==> config.mk <==
export PLATFORM = sky130hd
export DESIGN_NAME = universal_shift_register
export DESIGN_NICKNAME = d
export VERILOG_FILES = /design/src/rtl/universal_shift_register.sv
export SDC_FILE = /design/constraint.sdc
export NUM_CORES = 1
export LEC_CHECK = 0
export ABC_AREA = 1
export CORE_MARGIN = 5
export CORE_UTILIZATION = 44
export DETAILED_ROUTE_END_ITERATION = 8
export PLACE_DENSITY = 0.81
export SYNTH_ARGS = -nofsm -noshare
export SYNTH_HDL_FRONTEND = slang
export SYNTH_SLANG_ARGS = --single-unit
==> constraint.sdc <==
create_clock -name clk -period 2.1 [get_ports clk]
set_input_delay 0.21 -clock clk [delete_from_list [all_inputs] [get_ports clk]]
set_output_delay 0.21 -clock clk [all_outputs]
set_load 0.05 [all_outputs]
==> src/rtl/universal_shift_register.sv <==
// universal_shift_register: WIDTH-bit hold / shift-right / shift-left / load
// register with a modulo-2^CNT_W shift counter, a wrap pulse and serial taps.
// Optional build macro: USR_ROTATE_EN. When it is defined, rot=1 turns both
// shift modes into rotates. When it is undefined, the rot port is ignored.
// The next state of each bit comes from a tree of 2:1 muxes.
// mode[0] drives the inner stages and mode[1] drives the outer stage.
module universal_shift_register #(
  parameter int WIDTH = 4,
  parameter int CNT_W = 8
) (
  input  logic             clk,
  input  logic             rst_n,
  input  logic [1:0]       mode,
  input  logic [WIDTH-1:0] d,
  input  logic             sin_r,
  input  logic             sin_l,
  input  logic             rot,
  output logic [WIDTH-1:0] q,
  output logic             so_r,
  output logic             so_l,
  output logic [CNT_W-1:0] shift_cnt,
  output logic             cnt_wrap
);

  localparam logic [1:0] MODE_HOLD  = 2'b00;
  localparam logic [1:0] MODE_RIGHT = 2'b01;
  localparam logic [1:0] MODE_LEFT  = 2'b10;
  localparam logic [1:0] MODE_LOAD  = 2'b11;

  localparam logic [CNT_W-1:0] CNT_ZERO = {CNT_W{1'b0}};
  localparam logic [CNT_W-1:0] CNT_ONE  = {{(CNT_W-1){1'b0}}, 1'b1};
  localparam logic [CNT_W-1:0] CNT_MAX  = {CNT_W{1'b1}};

  // Behavioural model of one 2:1 mux cell.
  function automatic logic mux2(input logic sel, input logic in0, input logic in1);
    logic res;
    if (sel) begin
      res = in1;
    end else begin
      res = in0;
    end
    return res;
  endfunction

  logic [WIDTH-1:0] q_r;
  logic [CNT_W-1:0] shift_cnt_r;
  logic             cnt_wrap_r;

  logic [WIDTH-1:0] next_q_s;
  logic [WIDTH-1:0] inner_lo_s;
  logic [WIDTH-1:0] inner_hi_s;
  logic [CNT_W-1:0] next_cnt_s;
  logic             next_wrap_s;
  logic             msb_src_s;
  logic             lsb_src_s;

`ifdef USR_ROTATE_EN
  // A rotate feeds the bit that leaves the far end back in at the edge bit.
  assign msb_src_s = rot ? q_r[0] : sin_r;
  assign lsb_src_s = rot ? q_r[WIDTH-1] : sin_l;
`else
  logic rot_unused_s;
  assign rot_unused_s = rot;
  assign msb_src_s    = sin_r;
  assign lsb_src_s    = sin_l;
`endif

  for (genvar i = 0; i < WIDTH; i++) begin : g_bit
    logic right_s;
    logic left_s;

    if (i == WIDTH-1) begin : g_msb
      assign right_s = msb_src_s;
    end else begin : g_not_msb
      assign right_s = q_r[i+1];
    end

    if (i == 0) begin : g_lsb
      assign left_s = lsb_src_s;
    end else begin : g_not_lsb
      assign left_s = q_r[i-1];
    end

    // Inner stages: hold/right when mode[1]=0, left/load when mode[1]=1.
    assign inner_lo_s[i] = mux2(mode[0], q_r[i], right_s);
    assign inner_hi_s[i] = mux2(mode[0], left_s, d[i]);
    // Outer stage: choose the half.
    assign next_q_s[i]   = mux2(mode[1], inner_lo_s[i], inner_hi_s[i]);
  end

  // Next counter value and wrap pulse. A load or a hold leaves the pulse low.
  always_comb begin
    next_cnt_s  = shift_cnt_r;
    next_wrap_s = 1'b0;
    case (mode)
      MODE_HOLD: begin
        next_cnt_s  = shift_cnt_r;
        next_wrap_s = 1'b0;
      end
      MODE_RIGHT, MODE_LEFT: begin
        next_cnt_s = shift_cnt_r + CNT_ONE;
        if (shift_cnt_r == CNT_MAX) begin
          next_wrap_s = 1'b1;
        end else begin
          next_wrap_s = 1'b0;
        end
      end
      MODE_LOAD: begin
        next_cnt_s  = CNT_ZERO;
        next_wrap_s = 1'b0;
      end
      default: begin
        next_cnt_s  = shift_cnt_r;
        next_wrap_s = 1'b0;
      end
    endcase
  end

  // State registers. The synchronous reset overrides every mode.
  always_ff @(posedge clk) begin
    if (!rst_n) begin
      q_r         <= {WIDTH{1'b0}};
      shift_cnt_r <= CNT_ZERO;
      cnt_wrap_r  <= 1'b0;
    end else begin
      q_r         <= next_q_s;
      shift_cnt_r <= next_cnt_s;
      cnt_wrap_r  <= next_wrap_s;
    end
  end

  assign q         = q_r;
  assign shift_cnt = shift_cnt_r;
  assign cnt_wrap  = cnt_wrap_r;
  assign so_r      = q_r[0];
  assign so_l      = q_r[WIDTH-1];

endmodule

==> flow_summary_export.csv <==
group,metric,value,unit
status,outcome,"finished, final reports clean",
yosys,synth_ff_type,"dfxtp_1",
floorplanning,die_h,48.8,um
yosys,synth_cell_types,18,
clock_network,cts_sinks,13,
hold_path,worstHoldStart,"shift_cnt[7]",
drt,first_pass_iters,4,
yosys,syn-num-nets,107,
yosys,synth_warnings,0,
hold_path,holdPathEnd,"cnt_wrap",
floorplanning,placement_rows,14,
critical_path,reg2reg_from,"shift_cnt[1]",
cells_and_area,antenna_cells,0,
pwr,p_int,0.000380,W
sta,finalMaxSlewViolations,0,
critical_path,end_kind,"output pin",
yosys,ys_seq_area_frac,0.393,
yosys,postSynthCellCount,95,
clock_network,clk_latency,270,ps
drt,wire_per_inst,10.8,um
drt,post-route-drc-count,0,
critical_path,crit_type,"flip-flop to output pin",
floorplanning,coreArea,1470,sq um
critical_path,cp.arrival,1500,ps
yosys,ys_ff_latch,13,
drt,drt-vias-per-instance,4.93,
sta,final.setup.tns,0,ps
clock_network,cts_setup_buffers,0,
job,cap_violations,0,
drt,routed_wirelength,1.49,mm
critical_path,max_stage_delay,830,ps
cells_and_area,final_nets,134,
place,hpwl,1.19,mm
drt,drtAntennaViolNets,0,
yosys,ys_async_sr_fraction,0,
clock_network,tritoncts,"yes",
pwr,ir_worst_vdd,0.479,mV
grt,grt_overflow_total,0,
sta,fin_crit,1710,ps
clock_network,cts_root_buffer,"clkbuf_4",
critical_path,worstPathMaxFanout,5,
critical_path,reg2reg_to,"shift_cnt[6]",
clock_network,htree_levels,1,
sta,fin_ws,387,ps
critical_path,crit_buf_inv,1,
sta,fin_crit_sh,0.816,
place,post-place-ws,543,ps
grt,grt_pass1_wl,2.55,mm
critical_path,start_kind,"flip-flop",
clock_network,cts_buffers,3,
yosys,netlist_area,662,sq um
grt,track_usage,0.131,
pwr,combPwrFrac,0.244,
clock_network,postCtsHoldBufs,0,
pwr,switching_share,0.302,
sta,final-setup-viol-count,0,
drt,route.vias.total,676,
hold_path,whs_path_depth,2,
cells_and_area,areaGrowthSynthToFinish,41.0,%
critical_path,cp_top_family,"buffers and inverters",
pwr,p_seq_frac,0.487,
sta,clock_skew,8.95,ps
grt,grt_pass1_vias,586,
pwr,switching_power,0.000165,W
drt,dr.first_iter.drc_count,6,
yosys,synth_edf_count,0,
clock_network,post_cts_resized,0,
floorplanning,start_util,0.450,
grt,antenna_found_initial,0,
sta,slew_headroom,0.666,
grt,grt_max_degree,9,
clock_network,path_clk_slew,80,ps
sta,whs,480,ps
critical_path,path_cells,"clkdlybuf4s50_1",
critical_path,r2r_setup_slack,920,ps
pwr,power.density,583,nW/um^2
cells_and_area,final_layout_size_suffix_gt1_frac,0.0744,
place,numPortBuffers,24,
critical_path,cp.required,1890,ps
sta,hold_viol,0,
sta,rsz0062_at_grt,"no",
sta,worst_slew_pin_slew,500,ps
pwr,p_leak,0.345,nW
critical_path,reg2reg_depth,6,
sta,max_freq,584,MHz
clock_network,ctsLongestPathBuffers,2,
floorplanning,dieArea,2380,sq um
floorplanning,io_pins,26,
pwr,clkPwrFrac,0.268,
critical_path,slowest_stage,"clkdlybuf4s50_1",
yosys,postSynthAreaPerCell,6.97,sq um
place,place_congestion,0.786,
hold_path,hold_path.class,"flip-flop to flip-flop",
floorplanning,die_w,48.8,um
layout by cell type (no fill, tap or decap), types with 2 or more instances in the layout:
cell / count
clkdlybuf4s50_1: 24
nand2_1: 17
inv_1: 13
o21ai_0: 13
dfxtp_1: 13
a21oi_1: 11
nor2_1: 10
nand3_1: 3
clkbuf_4: 3
nor2_4: 2
nand4_1: 2
nor3_1: 2
through the flow:
step,area (sq um),util,power (W),std cells
after global routing,933,0.634,0.000579,137
after global placement,907,0.616,0.000402,133
after detailed placement,907,0.616,0.000405,133
after floorplan,662,-,0.000355,95
final,933,0.634,0.000544,137
after CTS,933,0.634,0.000551,137
power by group through the flow:
stage	clock (W)	combinational, W	sequential [W]
finish	0.000146	0.000133	0.000265
global route	0.000166	0.000145	0.000267
CTS	0.000151	0.000134	0.000266
detailed placement	0	0.000133	0.000271
global placement	0	0.000131	0.000271
floorplan	0	0.0000513	0.000303
metal layers:
metal / global-route usage / routed length [um]
met1: 0.165 / 664
met5: 0 / 0
met4: 0.0135 / 8
met3: 0.0489 / 75
met2: 0.217 / 736
layout make-up:
type / count / area, sq um
clock buffers: 4 / 26.3
fillers: 137 / 538
inverters: 14 / 53.8
multi-input cells: 66 / 333
flip-flops and latches: 13 / 260
well taps: 16 / 20.0
repair buffers: 24 / 240
how the worst max path moves through the flow:
stage	depth (start not counted)	from	to	slack, ps
2_1_floorplan	6	shift_cnt[1]	shift_cnt[6]	630
3_3_place_gp	6	mode[0]	shift_cnt[6]	590
3_5_place_dp	6	mode[0]	shift_cnt[6]	540
4_1_cts	1	shift_cnt[5]	shift_cnt[5]	380
5_1_grt	1	shift_cnt[5]	shift_cnt[5]	320
6_report	1	shift_cnt[5]	shift_cnt[5]	390
cells by family after synthesis:
group                      synth area share
adders and majority gates            0.0189
AOI/OAI and AO/OA                     0.195
buffers and inverters                 0.104
DFF                                   0.393
and+or+nand+nor                       0.289
registers in the layout, summed over array words and instances, names as in the netlist:
signal     count
shift_cnt      8
cnt_wrap       1
q              4
synth_stat cells (2+ instances only):
| cell type | instances | area [sq um] |
|---|---|---|
| a21oi_1 | 11 | 55.1 |
| buf_4 | 2 | 15.0 |
| dfxtp_1 | 13 | 260 |
| inv_1 | 13 | 48.8 |
| nand2_1 | 17 | 63.8 |
| nand3_1 | 3 | 15.0 |
| nand4_1 | 2 | 12.5 |
| nor2_1 | 10 | 37.5 |
| nor2_4 | 2 | 22.5 |
| nor3_1 | 2 | 10.0 |
| o21ai_0 | 13 | 65.1 |
Power figures use the tool's default switching activity.
